## src/rtl/demux_rr_par_pkg.sv

```systemverilog
// -----------------------------------------------------------------------------
// demux_rr_par_pkg
// Shared phy package for the round-robin lane demultiplexer.
// Contents:
//   clog2()        - pointer width helper (never returns less than 1 bit)
//   ch_lsb()       - channel slicing rule: channel k occupies [k*BW +: BW]
//   PHY_*_DEFAULT  - default word width and channel count for the phy path
//   rel_kind_e     - what the group control decided to do at the next edge
// -----------------------------------------------------------------------------
package demux_rr_par_pkg;

  localparam int PHY_BW_DEFAULT  = 8;
  localparam int PHY_NCH_DEFAULT = 4;

  // Width needed to index 'value' channels; at least one bit so that a
  // 2-channel build still has a real pointer register.
  function automatic int clog2(input int value);
    int width;
    width = 1;
    while ((1 << width) < value) width++;
    return width;
  endfunction

  // Low bit of channel 'ch' inside a packed NCH*BW output bus.
  function automatic int ch_lsb(input int ch, input int bw);
    return ch * bw;
  endfunction

  // Group-level action taken at the coming clock edge.
  typedef enum logic [1:0] {
    REL_NONE    = 2'd0,  // keep filling (or idle)
    REL_FULL    = 2'd1,  // last channel written, release whole group
    REL_FLUSH   = 2'd2,  // release only the filled channels
    REL_DISCARD = 2'd3   // gap realign: drop partial group silently
  } rel_kind_e;

endpackage

```

## src/rtl/demux_rr_par_if.sv

```systemverilog
// -----------------------------------------------------------------------------
// demux_rr_par_if
// Bus bundle between a word source and the round-robin demux.
// Signals:
//   data_in   [BW]      incoming serial word
//   valid_in            data_in valid this cycle
//   flush               emit current partial group at the next edge
//   data_out  [NCH*BW]  channel k at [k*BW +: BW]
//   valid_out [NCH]     per-channel one-cycle release pulse
//   ptr       [PTR_W]   channel the next valid word lands in
//   grp_cnt   [CNT_W]   completed full groups since reset
// Modports:
//   master - word source / observer (drives data_in, valid_in, flush)
//   slave  - the demux itself
// -----------------------------------------------------------------------------
interface demux_rr_par_if
  import demux_rr_par_pkg::*;
#(
  parameter int BW    = PHY_BW_DEFAULT,
  parameter int NCH   = PHY_NCH_DEFAULT,
  parameter int CNT_W = 16
);

  localparam int PTR_W = clog2(NCH);

  logic [BW-1:0]     data_in;
  logic              valid_in;
  logic              flush;
  logic [NCH*BW-1:0] data_out;
  logic [NCH-1:0]    valid_out;
  logic [PTR_W-1:0]  ptr;
  logic [CNT_W-1:0]  grp_cnt;

  modport master (
    output data_in,
    output valid_in,
    output flush,
    input  data_out,
    input  valid_out,
    input  ptr,
    input  grp_cnt
  );

  modport slave (
    input  data_in,
    input  valid_in,
    input  flush,
    output data_out,
    output valid_out,
    output ptr,
    output grp_cnt
  );

endinterface

```

## src/rtl/demux_rr_ptr.sv

```systemverilog
// -----------------------------------------------------------------------------
// demux_rr_ptr
// Round-robin write pointer, fill mask and group control decode.
// Ports:
//   clk_f, reset_L  block clock, async active-low reset
//   valid_in        a word is accepted this cycle (into channel ptr)
//   flush           release the partial group at this edge
//   ptr             channel the next valid word is written to
//   rel_mask        channels whose output register loads at this edge
//   grp_done        a full group completes at this edge
// -----------------------------------------------------------------------------
module demux_rr_ptr
  import demux_rr_par_pkg::*;
#(
  parameter int NCH          = PHY_NCH_DEFAULT,
  parameter bit ALIGN_ON_GAP = 1'b0,
  parameter int PTR_W        = clog2(NCH)
) (
  input  logic             clk_f,
  input  logic             reset_L,
  input  logic             valid_in,
  input  logic             flush,
  output logic [PTR_W-1:0] ptr,
  output logic [NCH-1:0]   rel_mask,
  output logic             grp_done
);

  localparam logic [PTR_W-1:0] LAST_PTR = PTR_W'(NCH - 1);

  logic [NCH-1:0]   fill;
  logic [NCH-1:0]   fill_now;
  logic [NCH-1:0]   fill_nxt;
  logic [PTR_W-1:0] ptr_nxt;
  rel_kind_e        rel_kind;

  // Fill mask as it stands once this cycle's word (if any) is counted, so a
  // flush on the same edge as a word includes that word.
  always_comb begin
    fill_now = fill;
    if (valid_in) fill_now[ptr] = 1'b1;
  end

  // Group decision. Full completion outranks flush (and so counts once even
  // when both happen together); flush outranks the gap realign.
  always_comb begin
    rel_kind = REL_NONE;
    if (valid_in && (ptr == LAST_PTR)) begin
      rel_kind = REL_FULL;
    end else if (flush && (fill_now != '0)) begin
      rel_kind = REL_FLUSH;
    end else if (ALIGN_ON_GAP && !valid_in && (fill != '0)) begin
      rel_kind = REL_DISCARD;
    end
  end

  // Every group action restarts the group at channel 0; otherwise a valid
  // word just advances the pointer with a natural power-of-two wrap.
  always_comb begin
    rel_mask = '0;
    grp_done = 1'b0;
    ptr_nxt  = ptr;
    fill_nxt = fill;
    case (rel_kind)
      REL_FULL: begin
        rel_mask = '1;
        grp_done = 1'b1;
        ptr_nxt  = '0;
        fill_nxt = '0;
      end
      REL_FLUSH: begin
        rel_mask = fill_now;
        ptr_nxt  = '0;
        fill_nxt = '0;
      end
      REL_DISCARD: begin
        ptr_nxt  = '0;
        fill_nxt = '0;
      end
      default: begin
        if (valid_in) begin
          ptr_nxt  = ptr + PTR_W'(1);
          fill_nxt = fill_now;
        end
      end
    endcase
  end

  // Pointer and fill state.
  always_ff @(posedge clk_f or negedge reset_L) begin
    if (!reset_L) begin
      ptr  <= '0;
      fill <= '0;
    end else begin
      ptr  <= ptr_nxt;
      fill <= fill_nxt;
    end
  end

endmodule

```

## src/rtl/demux_rr_par.sv

```systemverilog
// -----------------------------------------------------------------------------
// demux_rr_par
// Parametrised 1:NCH round-robin lane demultiplexer. Consecutive valid words
// are dealt into NCH staging registers and each completed (or flushed) group
// is released to the channel outputs in one aligned cycle.
// Ports:
//   clk_f    block clock, rising edge
//   reset_L  asynchronous active-low reset
//   bus      demux_rr_par_if.slave: data_in/valid_in/flush in,
//            data_out/valid_out/ptr/grp_cnt out
// -----------------------------------------------------------------------------
module demux_rr_par
  import demux_rr_par_pkg::*;
#(
  parameter int BW           = PHY_BW_DEFAULT,
  parameter int NCH          = PHY_NCH_DEFAULT,
  parameter bit ALIGN_ON_GAP = 1'b0,
  parameter int CNT_W        = 16
) (
  input  logic           clk_f,
  input  logic           reset_L,
  demux_rr_par_if.slave  bus
);

  localparam int PTR_W = clog2(NCH);

  logic [PTR_W-1:0]  ptr;
  logic [NCH-1:0]    rel_mask;
  logic              grp_done;
  logic [BW-1:0]     stage    [NCH];
  logic [BW-1:0]     rel_word [NCH];
  logic [NCH*BW-1:0] data_q;
  logic [NCH-1:0]    valid_q;
  logic [CNT_W-1:0]  grp_cnt_q;

  demux_rr_ptr #(
    .NCH          (NCH),
    .ALIGN_ON_GAP (ALIGN_ON_GAP),
    .PTR_W        (PTR_W)
  ) u_ptr (
    .clk_f    (clk_f),
    .reset_L  (reset_L),
    .valid_in (bus.valid_in),
    .flush    (bus.flush),
    .ptr      (ptr),
    .rel_mask (rel_mask),
    .grp_done (grp_done)
  );

  // Staging registers. A staged word is only ever read while its fill bit is
  // set, so stale contents after a release or discard are harmless.
  always_ff @(posedge clk_f or negedge reset_L) begin
    if (!reset_L) begin
      for (int k = 0; k < NCH; k++) stage[k] <= '0;
    end else if (bus.valid_in) begin
      stage[ptr] <= bus.data_in;
    end
  end

  // The word arriving this cycle bypasses its staging register so the
  // completing word lands in the outputs on the same edge.
  always_comb begin
    for (int k = 0; k < NCH; k++) begin
      rel_word[k] = stage[k];
      if (bus.valid_in && (ptr == PTR_W'(k))) rel_word[k] = bus.data_in;
    end
  end

  // Output registers only move on a release; unreleased channels keep their
  // last values and valid_out is a one-cycle pulse.
  always_ff @(posedge clk_f or negedge reset_L) begin
    if (!reset_L) begin
      data_q    <= '0;
      valid_q   <= '0;
      grp_cnt_q <= '0;
    end else begin
      valid_q <= rel_mask;
      for (int k = 0; k < NCH; k++) begin
        if (rel_mask[k]) data_q[ch_lsb(k, BW) +: BW] <= rel_word[k];
      end
      if (grp_done) grp_cnt_q <= grp_cnt_q + CNT_W'(1);
    end
  end

  assign bus.data_out  = data_q;
  assign bus.valid_out = valid_q;
  assign bus.ptr       = ptr;
  assign bus.grp_cnt   = grp_cnt_q;

endmodule

```

## src/flat_wrapper.sv

```systemverilog
// flat-port wrapper written by rule: the top's interface ports become plain ports
module demux_rr_par_flat import demux_rr_par_pkg::*;
#(
  parameter int BW           = PHY_BW_DEFAULT,
  parameter int NCH          = PHY_NCH_DEFAULT,
  parameter bit ALIGN_ON_GAP = 1'b0,
  parameter int CNT_W        = 16
)
  (clk_f, reset_L, bus_data_in, bus_valid_in, bus_flush, bus_data_out, bus_valid_out, bus_ptr, bus_grp_cnt);
  demux_rr_par_if #(.BW(BW), .NCH(NCH), .CNT_W(CNT_W)) bus_i ();
  input  logic clk_f;
  input  logic reset_L;
  input wire logic [$bits(bus_i.data_in)-1:0] bus_data_in;
  input wire logic [$bits(bus_i.valid_in)-1:0] bus_valid_in;
  input wire logic [$bits(bus_i.flush)-1:0] bus_flush;
  output wire logic [$bits(bus_i.data_out)-1:0] bus_data_out;
  output wire logic [$bits(bus_i.valid_out)-1:0] bus_valid_out;
  output wire logic [$bits(bus_i.ptr)-1:0] bus_ptr;
  output wire logic [$bits(bus_i.grp_cnt)-1:0] bus_grp_cnt;
  assign bus_i.data_in = bus_data_in;
  assign bus_i.valid_in = bus_valid_in;
  assign bus_i.flush = bus_flush;
  assign bus_data_out = bus_i.data_out;
  assign bus_valid_out = bus_i.valid_out;
  assign bus_ptr = bus_i.ptr;
  assign bus_grp_cnt = bus_i.grp_cnt;
  demux_rr_par #(.BW(BW), .NCH(NCH), .ALIGN_ON_GAP(ALIGN_ON_GAP), .CNT_W(CNT_W)) u_core (.clk_f(clk_f), .reset_L(reset_L), .bus(bus_i));
endmodule
```

## config.mk

```make
export PLATFORM = sky130hd
export DESIGN_NAME = demux_rr_par_flat
export DESIGN_NICKNAME = d
export VERILOG_FILES = /design/src/rtl/demux_rr_par_pkg.sv /design/src/rtl/demux_rr_par_if.sv /design/src/rtl/demux_rr_ptr.sv /design/src/rtl/demux_rr_par.sv /design/src/flat_wrapper.sv
export SDC_FILE = /design/constraint.sdc
export NUM_CORES = 1
export LEC_CHECK = 0
export CAP_MARGIN = 20
export CORE_MARGIN = 8
export CORE_UTILIZATION = 43
export CTS_CLUSTER_DIAMETER = 100
export DETAILED_ROUTE_END_ITERATION = 7
export GPL_ROUTABILITY_DRIVEN = 0
export PLACE_DENSITY_LB_ADDON = 0.05
export SYNTH_ARGS = -nofsm -noshare
export SYNTH_HDL_FRONTEND = slang
export SYNTH_HIERARCHICAL = 1
export SYNTH_SLANG_ARGS = --single-unit
```

## constraint.sdc

```tcl
create_clock -name clk_f -period 4.6 [get_ports clk_f]
set_clock_uncertainty 0.15 [all_clocks]
set_input_delay 0.92 -clock clk_f [delete_from_list [all_inputs] [get_ports clk_f]]
set_output_delay 0.92 -clock clk_f [all_outputs]
set_load 0.1 [all_outputs]
```

### Yosys cells after proc, flatten, opt, wreduce, memory -nomap -nowiden

Cells that the tools add are included.
W data, S select, Z words.

* bits in registers: 90
* bits of input ports: 12
* output and inout bits: 54
* logic and storage cells: 55

* $add $sub $neg: 2
* $lt $le $gt $ge: 4
* eq/ne operators: 6
* mux-type cells: 18
* bitwise operators: 2
* reduce and logical (&&, ||, !) cells: 11

Operators by type and width (number)
* $mux W8: 5
* $bwmux W32: 1
* $add A16 B1 Y16 const B: 1
* $demux W8 S2: 1
* $mux W4: 3
* $eq A2 B2 Y1 const B: 4
* $mux W2: 4
* $pmux W4 S2: 1
* $logic_and A1 B1 Y1: 7
* $eq A2 B1 Y1 const B: 2
* $or A4 B4 Y4: 1
* $reduce_bool A4 Y1: 1
* $ge A3 B3 Y1 const B: 1
* $lt A2 B3 Y1 const B: 1
* $lt A3 B1 Y1 const B: 1
* $not A2 Y3: 1
* $reduce_or A3 Y1: 1
* $add A2 B1 Y2 const B: 1
* $demux W1 S2: 1
* $ge A2 B1 Y1 const B: 1
* $logic_not A2 Y1: 1
* $mux W1: 2
* $reduce_bool A2 Y1: 1

### Longest topological paths before layout

Gate-level depths: netlist (run 1).

* depth after elaboration: 13
* mapped depth: 6
* mapped depth without buffers: 5

### By module

Netlist (run 1), hierarchy kept.

Modules (own cells, without submodules)
* demux_rr_par: times used 1, cells an instance 201, area each 3203.1 µm², sequential area each 2102.0 µm²
* demux_rr_ptr: times used 1, cells an instance 39, area each 390.4 µm², sequential area each 150.1 µm²

### Worst setup path after synthesis (run 1)

Ideal clock, no wire load.

* path kind: register -> register
* start: register u_core.u_ptr.ptr[0]
* end: register u_core.grp_cnt_q[9], in the netlist u_core/bus.grp_cnt[9]
* library setup time: 0.160 ns
* data arrival time: 2.727 ns
* data required time: 4.290 ns
* path slack: 1.563 ns
* cell stages (with the launch flop): 7
* path buffers: 1
* clock period less this slack: 3.037 ns
* cell sequence: dfrtp_1 ha_1 and2_1 clkbuf_1 nand4_1 or4_1 xnor2_1

* cells in the longest elaborated chain, start to end: 12
* elaborated cells on any way between the ends: 15
* classes of those cells: 2 x order compare; 2 x eq/ne; 6 x mux; 1 x bitwise; 4 x reduce/logical

Ends and longest elaborated chain
* start, declared: RTL line demux_rr_ptr.sv:23 `output logic [PTR_W-1:0] ptr,`
* start signal, assigned: RTL line demux_rr_ptr.sv:94 `ptr <= ptr_nxt;`
* $lt A2 B3 Y1 (not written as such) or $ge A2 B1 Y1 (tied branches): RTL line demux_rr_ptr.sv:40 `if (valid_in) fill_now[ptr] = 1'b1;`
* $logic_and A1 B1 Y1 (not written as such): RTL line demux_rr_ptr.sv:40
* $mux W1 (not written as such): RTL line demux_rr_ptr.sv:40
* $demux W1 S2: RTL line demux_rr_ptr.sv:40
* $or A4 B4 Y4 (no source line)
* $mux W4: RTL line demux_rr_ptr.sv:40
* $reduce_bool A4 Y1: RTL line demux_rr_ptr.sv:49 `end else if (flush && (fill_now != '0)) begin`
* $logic_and A1 B1 Y1: RTL line demux_rr_ptr.sv:49
* $mux W2: RTL line demux_rr_ptr.sv:49
* $mux W2 *: RTL line demux_rr_ptr.sv:47 `if (valid_in && (ptr == LAST_PTR)) begin`
* $eq A2 B1 Y1 *: RTL line demux_rr_ptr.sv:63 `case (rel_kind)`
* $mux W1 *: RTL line demux_rr_ptr.sv:63
* named net u_core.grp_done: RTL line demux_rr_par.sv:29 `logic grp_done;`
* end signal, assigned: RTL line demux_rr_par.sv:81 `if (grp_done) grp_cnt_q <= grp_cnt_q + CNT_W'(1);`
* end, declared: RTL line demux_rr_par.sv:34 `logic [CNT_W-1:0] grp_cnt_q;`

The timed path passes the listed nets; every way through them passes the cells marked *.
A chain may end at the register's enable or synchronous reset.

### Worst setup path after layout (run 1)

* start: register u_core.u_ptr.ptr[0]
* end: output bus_ptr[0]

RTL lines
* end, declared: RTL line flat_wrapper.sv:18 `output wire logic [$bits(bus_i.ptr)-1:0] bus_ptr;`

No word-level cell between the ends.

==> summary.md, run 1 <==
| Metric | Value |
|---|---|
| Status | finished, final reports clean |
| Path length in cells of the critical path | 1 |
| Fillers | 714 |
| Post-CTS setup buffers | 0 |
| CTS tree | done |
| Critical path's top delay family | buffers and inverters |
| Post-DP HPWL | 4899 um |
| Seq/Total Area, Yosys | 0.6267 |
| RSZ-0062 raised after global routing | false |
| Period minus WS final | 3.137 ns |
| CP startpoint kind | register |
| CP Data Required Time | 3.53 ns |
| Max_cap viols | 0 |
| # hold bufs at CTS | 0 |
| Post-Syn Area | 3593 um2 |
| Reg-to-reg critical path endpoint | u_core/bus.grp_cnt[9] |
| Critical path class | register to primary output |
| Root Driver | clkbuf_8 |
| Synthesized Nets | between 200 and 300 |
| Worst R2R Start | u_core/u_ptr/ptr[0] |
| Number of global-route vias before repair | 2226 |
| Setup TNS | 0 ns |
| Routed WL | a little over 7000 um |
| First-pass GRT wire length | around 12000 um |
| Cts bufs inserted | 9 |
| Initial Util | 0.4395 |
| Routed Antenna Nets | 0 |
| Gr usage total | 0.1339 |
| Critical Path Fanout Max | 9 |
| Largest net degree at the start of global routing | 67 |
| CP Cell Sequence | clkdlybuf4s50_1 |
| Synth top cells by count | 90 x dfrtp_1, 57 x mux2_2, 8 x mux2_4, 8 x xnor2_1, 8 x xor2_1 |
| Register area | 2252 um2 |
| Die area | ~12000 um2 |
| R2r setup slk | 2.11 ns |
| Worst Max-Slew Pin Slew | between 0.9 and 1 ns |
| Slowest library cell on the worst path | clkdlybuf4s50_1 |
| Post-synth EDFFs | 0 |
| Yosys Warn Count | 6 |
| Worst Reg-to-Reg Cells | 5 |
| Multi-input logic area | about 1300 um2 |
| Layout Area Growth over Synthesis | 26.22% |
| Most frequent cell after synthesis | dfrtp_1 |
| DRC | 0 |
| Synth async-reset ratio | 1.000 |
| Iteration-0 DRC Markers | 58 |
| Primary FF master, synth | dfrtp_1 |
| Main area contributors after synthesis | dfrtp_1 63%, mux2_2 18%, mux2_4 3.3% |
| Via density | 5.112 |
| Port Buf Inserts | 65 |
| Buf/Inv on CP | 1 |
| Yosys top cell by area | dfrtp_1 |
| Final core utilization | 0.5548 |
| Via count | 2137 |
| Initial antenna violation count | 0 |
| Die Y | 107.4 um |
| Worst Setup EP | bus_ptr[0] |
| Core area | just over 8000 um2 |
| Setup WS pre-CTS | around 1.2 ns |
| Hold Path Class | register to register |
| Nets | 325 |
| DIE WIDTH | 107.4 um |
| Total gr overflow | 0 |
| Cts repair resizes | 0 |
| Synthesized area per cell | 14.97 um2 |
| Diode count | 0 |
| Layout cells sized above 1 | 0.2716 |
| Cells after Synth | 240 |
| Yosys top cell area share | 0.6267 |
| Final Hold Viols | 0 |
| Wire length per cell | 17.18 um |
| Max Slew Vio Count | 0 |
| Crit path from | u_core/u_ptr/ptr[0] |
| Clock slew at reported path FFs | 0.09 ns |
| Final period util | 0.6820 |
| Synth Register Bits | 90 |
| Library cells used by synthesis | 32 |
| Fin worst setup slack | 1.463 ns |
| Initial DRT Pass Iterations | 6 |
| Crit path capture type | primary output |
| H-tree depth | 3 |
| Post-route cell area | roughly 4500 um2 |
| Longest Clk Path Bufs | 2 |
| Cell row count | 33 |
| Top-Level Pins | 66 |
| Max_slew headroom | 0.3440 |
| Fmax | 318.8 MHz |
| Clk sinks | 90 |
| Crit path DAT | 2.07 ns |
| CP max stage delay | ~1.2 ns |
| Final setup viols | 0 |
| Placed Area | roughly 4300 um2 |
| Clk_lat worst skew | about 0.36 ns |
[cells in the final DEF (no fill, tap or decap), drive strengths merged, types with 3 or more instances in the layout]
master,netlist,final
clkinv,0,3
dfrtp,90,90
clkbuf,2,10
inv,4,4
a22o,3,3
nand2,6,6
clkdlybuf4s50,0,64
a21oi,3,3
nand3b,3,3
ha,5,5
nor4,5,5
xor2,8,8
mux2,65,65
nand4,6,6
nor3,6,6
a21o,4,4
xnor2,8,8
[worst min-delay path by stage]
stage,start,depth (start not counted),end,slack (ns)
floorplan,u_core/stage[24],1,u_core/stage[24],0.31
global placement,u_core/bus.grp_cnt[15],1,u_core/bus.grp_cnt[15],0.32
detailed placement,u_core/bus.grp_cnt[15],1,u_core/bus.grp_cnt[15],0.32
CTS,u_core/bus.grp_cnt[15],1,u_core/bus.grp_cnt[15],0.34
global route,u_core/bus.grp_cnt[15],1,u_core/bus.grp_cnt[15],0.34
finish,u_core/bus.grp_cnt[15],1,u_core/bus.grp_cnt[15],0.33
[logic make-up (layout without fill, tap and decap cells)]
| group | after synthesis | after routing | synth area share |
|---|---|---|---|
| buffers and inverters | 13 | 86 | 0.01532 |
| AND/OR/NAND/NOR | 38 | 38 | 0.06094 |
| multiplexers | 65 | 65 | 0.2120 |
| XOR/XNOR | 16 | 16 | 0.03900 |
| adder cells (fa/ha/maj) | 5 | 5 | 0.01741 |
| flip-flops | 90 | 90 | 0.6267 |
| AO/OA/AOI/OAI | 13 | 13 | 0.02855 |
[flip-flops by register name, indices dropped and copies added (netlist names)]
name and count:
u_core/bus.data_out 32, u_core/bus.grp_cnt 16, u_core/bus.valid_out 4, u_core/stage 32, u_core/u_ptr/fill 4, u_core/u_ptr/ptr 2
[stage by stage]
step / hold WS, ns / cells
6_report: 0.3327 / 418
5_1_grt: 0.3440 / 418
4_1_cts: 0.3377 / 418
3_5_place_dp: 0.3157 / 402
3_3_place_gp: 0.3235 / 402
2_1_floorplan: 0.3148 / 240
[area by class of cell]
cell class | instances | area share
sequential | 90 | 0.4966
inverter | 4 | 0.003310
clock buffer | 10 | 0.02814
multi-input combinational | 137 | 0.2836
clock inverter | 6 | 0.01490
timing repair buffer | 66 | 0.1446
tap | 105 | 0.02897
[routing by layer]
| layer | up-vias | GRT usage | wire length, um |
|---|---|---|---|
| met5 | - | 0 | 0 |
| met4 | 0 | 0.07136 | 137 |
| met3 | 11 | 0.04012 | 446 |
| met2 | 47 | 0.1783 | 2991 |
| met1 | 1094 | 0.1897 | 3607 |
| li1 | 985 | - | - |
Power of run 1 is left out: the tool's default activity adds up to more than one toggle a clock period on the data nets, which glitch-free logic cannot reach.
==> inputs of run 2 (changes only) <==
Clock period 4.6 ns to 2.8 ns, I/O delays scaled along.
==> run 2 against run 1 <==
Net effect:
- die area unchanged
- register-to-register slack lost 1.5 ns
- critical path depth is 3 higher
- non-clock buffer count up 10
- largest cell class unchanged
- clock-buffer cell count increased by 1
- wire length grew 1.8%
- global-route usage rose by 0.22 points
- utilization shrank 0.38 points
- first-iteration DRC count is 34% lower
- critical endpoint is now u_core/bus.data_out[6]
==> summary.md, run 2 (synthesis results as in run 1) <==
| Metric | Value |
|---|---|
| Status | finished, final reports clean |
| Cts bufs inserted | 9 (unchanged) |
| Gr usage total | 0.1361 (+0.002220) |
| Clk_lat worst skew | 0.35 ns (about the same) |
| Iteration-0 DRC Markers | 38 (-34%) |
| Longest Clk Path Bufs | 2 (unchanged) |
| Nets | 335 (+3.1%) |
| Initial Util | 0.4395 (unchanged) |
| Hold Path Class | primary input to asynchronous set/reset pin |
| Clock slew at reported path FFs | 0.09 ns (about the same) |
| DIE WIDTH | 107.4 um (unchanged) |
| Post-CTS setup buffers | 0 (unchanged) |
| Most common cell after layout, fill and taps aside | dfrtp_1 |
| Number of global-route vias before repair | 2313 (+3.9%) |
| CTS tree | done |
| Via count | 2152 (+0.70%) |
| Post-DP HPWL | 5038 um (+2.8%) |
| Routed Antenna Nets | 0 (unchanged) |
| Initial antenna violation count | 0 (unchanged) |
| Final Hold Viols | 0 (unchanged) |
| Crit path capture type | register |
| CP Data Required Time | 2.89 ns (-0.64 ns) |
| Routed WL | 7313 um (+1.8%) |
| Port Buf Inserts | 65 (unchanged) |
| Crit path DAT | 2.46 ns (+0.39 ns) |
| Die area | 11540 um2 (unchanged) |
| # hold bufs at CTS | 0 (unchanged) |
| Slowest library cell on the worst path | clkdlybuf4s50_1 |
| Setup TNS | 0 ns (unchanged) |
| Cell row count | 33 (unchanged) |
| Layout cells sized above 1 | 0.4627 (+0.1912) |
| Clk sinks | 90 (unchanged) |
| Critical path class | primary input to register |
| Critical Path Fanout Max | 8 (-1) |
| Max_slew headroom | 0.6182 (+0.2742) |
| H-tree depth | 3 (unchanged) |
| Root Driver | clkbuf_8 |
| Cts repair resizes | 0 (unchanged) |
| Top-Level Pins | 66 (unchanged) |
| DRC | 0 (unchanged) |
| Diode count | 0 (unchanged) |
| CP startpoint kind | primary input |
| Total gr overflow | 0 (unchanged) |
| Die Y | 107.4 um (unchanged) |
| Largest net degree at the start of global routing | 48 (-28%) |
| Max_cap viols | 0 (unchanged) |
| CP Cell Sequence | clkdlybuf4s50_1 -> or3b_1 -> mux2_4 -> mux2_2 |
| Period minus WS final | roughly 2.4 ns |
| Worst Max-Slew Pin Slew | 0.5727 ns (-0.4082 ns) |
| Via density | 5.040 (-1.4%) |
| RSZ-0062 raised after global routing | false |
| CP max stage delay | 0.63 ns (-0.57 ns) |
| Wire length per cell | 17.13 um (-0.34%) |
| Core area | 8175 um2 (unchanged) |
| Fmax | 420.3 MHz |
| Initial DRT Pass Iterations | 4 (-2) |
| Final period util | 0.8497 |
| First-pass GRT wire length | 12240 um (+1.8%) |
| Final setup viols | 0 (unchanged) |
| Commonest cells after routing, fill and taps aside | 88 x dfrtp_1, 65 x buf_4, 57 x mux2_2, 10 x clkdlybuf4s50_1, 9 x clkbuf_8 |
| Layout Area Growth over Synthesis | 25.35% |
| Max Slew Vio Count | 0 (unchanged) |
## run 2: cell types whose count changed in the layout (fill, tap and decap cells not counted), moves of 2 or more
cell and change:
dfrtp_1 -2, buf_4 +63, clkinvlp_4 -2, dfrtp_2 +2, clkdlybuf4s50_1 -54
## run 2: worst paths after layout
kind | start | to | slack (ns) | cells past startpoint
worst min-delay path | reset_L | u_core/bus.valid_out[0] | 0.05 | 1
worst min register to register | u_core/bus.grp_cnt[15] | u_core/bus.grp_cnt[15] | 0.33 | 1
worst max-delay path | bus_valid_in | u_core/bus.data_out[6] | 0.42 | 4
min in group clk_f | u_core/bus.grp_cnt[15] | u_core/bus.grp_cnt[15] | 0.33 | 1
max in group asynchronous | reset_L | u_core/bus.grp_cnt[11] | 1.80 | 2
worst max register to register | u_core/u_ptr/ptr[0] | u_core/bus.data_out[27] | 0.63 | 5
## run 2: area by class of cell
type,instances,area (um2)
multi-input combinational,137,1286
fill,708,3671
tap,105,131.4
sequential,90,2255
clock inverter,4,77.57
inverter,4,15.01
clock buffer,11,131.4
timing repair buffer,76,608.1
## run 2: worst max-delay path, delay by kind of cell
kind                   cells  cell delay, ns
buffers and inverters      1            0.63
and+or+nand+nor            1            0.62
muxes                      2            0.66
## run 2: metrics by stage
stage          std cells  setup slack, ns  cell area, um2    util  hold WS (ns)
2_1_floorplan        240           0.1004            3596       -        0.1144
5_1_grt              427           0.3424            4504  0.5510       0.08132
6_report             427           0.4208            4504  0.5510       0.04726
3_5_place_dp         412          0.04621            4295  0.5254        0.3224
3_3_place_gp         412          0.09003            4295  0.5254        0.3073
4_1_cts              427           0.4285            4504  0.5510       0.05960
## run 2: metal layers
layer  track usage  part of all wire
met1        0.1855              0.48
met4       0.05649             0.016
met5             0                 0
met2        0.1946              0.45
met3       0.04431             0.055
Power of run 2 is left out for the same reason.
==> inputs of run 3 (changes only) <==
Clock period 2.8 ns to 2 ns, I/O delays scaled along.
==> run 3 against run 2 <==
Net effect:
- non-clock buffer count grew 11
- clock-buffer cell count is the same
- final area grew 19%
- global-route usage shrank 0.076 points
- sequential cell count is the same
- via count grew 1.5%
- critical path type is now register to register
- critical endpoint is now u_core/bus.data_out[1]
- highest routed layer unchanged
==> summary.md, run 3 (synthesis results as in run 1) <==
| Metric | Value |
|---|---|
| Status | finished, final reports clean |
| Clk_lat worst skew | 0.34 ns (about the same) |
| Max_cap viols | 0 (unchanged) |
| Metal2 WL | 3624 um (+10%) |
| Clock slew at reported path FFs | 0.08 ns (about the same) |
| Final Hold Viols | 0 (unchanged) |
| Final setup viols | 0 (unchanged) |
| Nets | 346 (+3.3%) |
| Met3 routed WL | 413 um (+3.5%) |
| Period minus WS final | 1.942 ns |
| Fmax | 514.8 MHz |
| Critical Path Fanout Max | 8 (unchanged) |
| Post-DP HPWL | 5208 um (+3.4%) |
| Clk sinks | 90 (unchanged) |
| Longest Clk Path Bufs | 2 (unchanged) |
| Routed WL | 7307 um (about the same) |
| Smallest hold slack | 0.3480 ns (+0.3007 ns) |
| Die Y | 107.4 um (unchanged) |
| Core area | 8175 um2 (unchanged) |
| Crit path capture type | register |
| Largest net degree at the start of global routing | 91 (+90%) |
| Layout cells sized above 1 | 0.5210 (+0.05823) |
| RSZ-0062 raised after global routing | false |
| CP max stage delay | 0.54 ns (-0.09 ns) |
| Worst Max-Slew Pin Slew | 0.4719 ns (-0.1009 ns) |
| Cell row count | 33 (unchanged) |
| H-tree depth | 3 (unchanged) |
| Fin worst setup slack | 0.05751 ns (-0.3633 ns) |
| Iteration-0 DRC Markers | 59 (+55%) |
| Setup WS pre-CTS | -0.2758 ns (-0.3220 ns) |
| Cell count after placement | 422 (+2.4%) |
| Total gr overflow | 0 (unchanged) |
| Slowest library cell on the worst path | dfrtp_4 |
| Post-CTS setup buffers | 0 (unchanged) |
| Hold Path Class | register to register |
| Cts bufs inserted | 9 (unchanged) |
| First-pass GRT wire length | 12160 um (-0.68%) |
| Setup TNS | 0 ns (unchanged) |
| Top-Level Pins | 66 (unchanged) |
| Number of global-route vias before repair | 2428 (+5.0%) |
| Initial Util | 0.4395 (unchanged) |
| Initial antenna violation count | 0 (unchanged) |
| Routed Antenna Nets | 0 (unchanged) |
| Wl on met1 | 3198 um (-8.9%) |
| Top routing layer in use | met4 |
| Wire length per cell | 16.64 um (-2.8%) |
| Diode count | 0 (unchanged) |
| Die area | 11540 um2 (unchanged) |
| Critical path class | register to register |
| DIE WIDTH | 107.4 um (unchanged) |
| Commonest cells after routing, fill and taps aside | 80 x dfrtp_1, 61 x buf_12, 57 x mux2_2, 14 x buf_4, 11 x clkbuf_8 |
| CTS tree | done |
| Most common cell after layout, fill and taps aside | dfrtp_1 |
| Final cell count without fillers | 439 (+2.8%) |
| DRC | 0 (unchanged) |
| Via count | 2184 (+1.5%) |
| CP Cell Sequence | or3b_1 -> buf_6 -> mux2_4 -> mux2_2 |
| Max Slew Vio Count | 0 (unchanged) |
| CP Data Required Time | 2.08 ns (-0.81 ns) |
| CP startpoint kind | register |
| Layout Area Growth over Synthesis | 49.48% |
| Max_slew headroom | 0.6854 (+0.06726) |
| Gr usage total | 0.1354 (-0.0007588) |
| Root Driver | clkbuf_8 |
| Crit path DAT | 2.02 ns (-0.44 ns) |
| Port Buf Inserts | 65 (unchanged) |
| Via density | 4.975 (-1.3%) |
| Initial DRT Pass Iterations | 4 (unchanged) |
| Final period util | 0.9712 |
==> run 3: critical path, delay by kind of cell, from the launching register on <==
kind,cells,cell delay (ns)
buf+inv,1,0.16
simple gates,1,0.40
flops,1,0.54
mux,2,0.58
==> run 3: per-layer routing <==
| layer | GRT usage | vias up |
|---|---|---|
| li1 | - | 1026 |
| met1 | 0.1584 | 1101 |
| met2 | 0.2229 | 51 |
| met3 | 0.05629 | 6 |
| met4 | 0.03865 | 0 |
| met5 | 0 | - |
==> run 3: layout make-up <==
| cell class | instances | area [um2] |
|---|---|---|
| multi-input combinational | 137 | 1318 |
| inverter | 4 | 15.01 |
| timing repair buffer | 87 | 1448 |
| fill | 596 | 2804 |
| sequential | 90 | 2270 |
| tap | 105 | 131.4 |
| clock inverter | 5 | 38.79 |
| clock buffer | 11 | 151.4 |
==> run 3: through the flow <==
stage / area, um2 / util
2_1_floorplan: 3642 / -
3_3_place_gp: 5149 / 0.6298
3_5_place_dp: 5149 / 0.6298
4_1_cts: 5349 / 0.6543
5_1_grt: 5371 / 0.6570
6_report: 5371 / 0.6570
==> run 3: path summary, 6_finish.rpt <==
check	startpoint	endpoint	slack (ns)	depth (start not counted)
max reg2reg	u_core/u_ptr/ptr[0]	u_core/bus.data_out[1]	0.06	4
max	u_core/u_ptr/ptr[0]	u_core/bus.data_out[1]	0.06	4
max in group asynchronous	reset_L	u_core/u_ptr/ptr[0]	0.81	3
min	u_core/stage[29]	u_core/stage[29]	0.35	1
min in group asynchronous	reset_L	u_core/stage[22]	0.49	3
min reg2reg	u_core/stage[29]	u_core/stage[29]	0.35	1
==> run 3: what timing repair did <==
item | in CTS | in global routing
endpoints found under the hold margin | 90 | 0
endpoints found under the setup margin | 0 | 5
resized for setup | 0 | 4
hold buffers | 1 | 0
Power of run 3 is left out for the same reason.
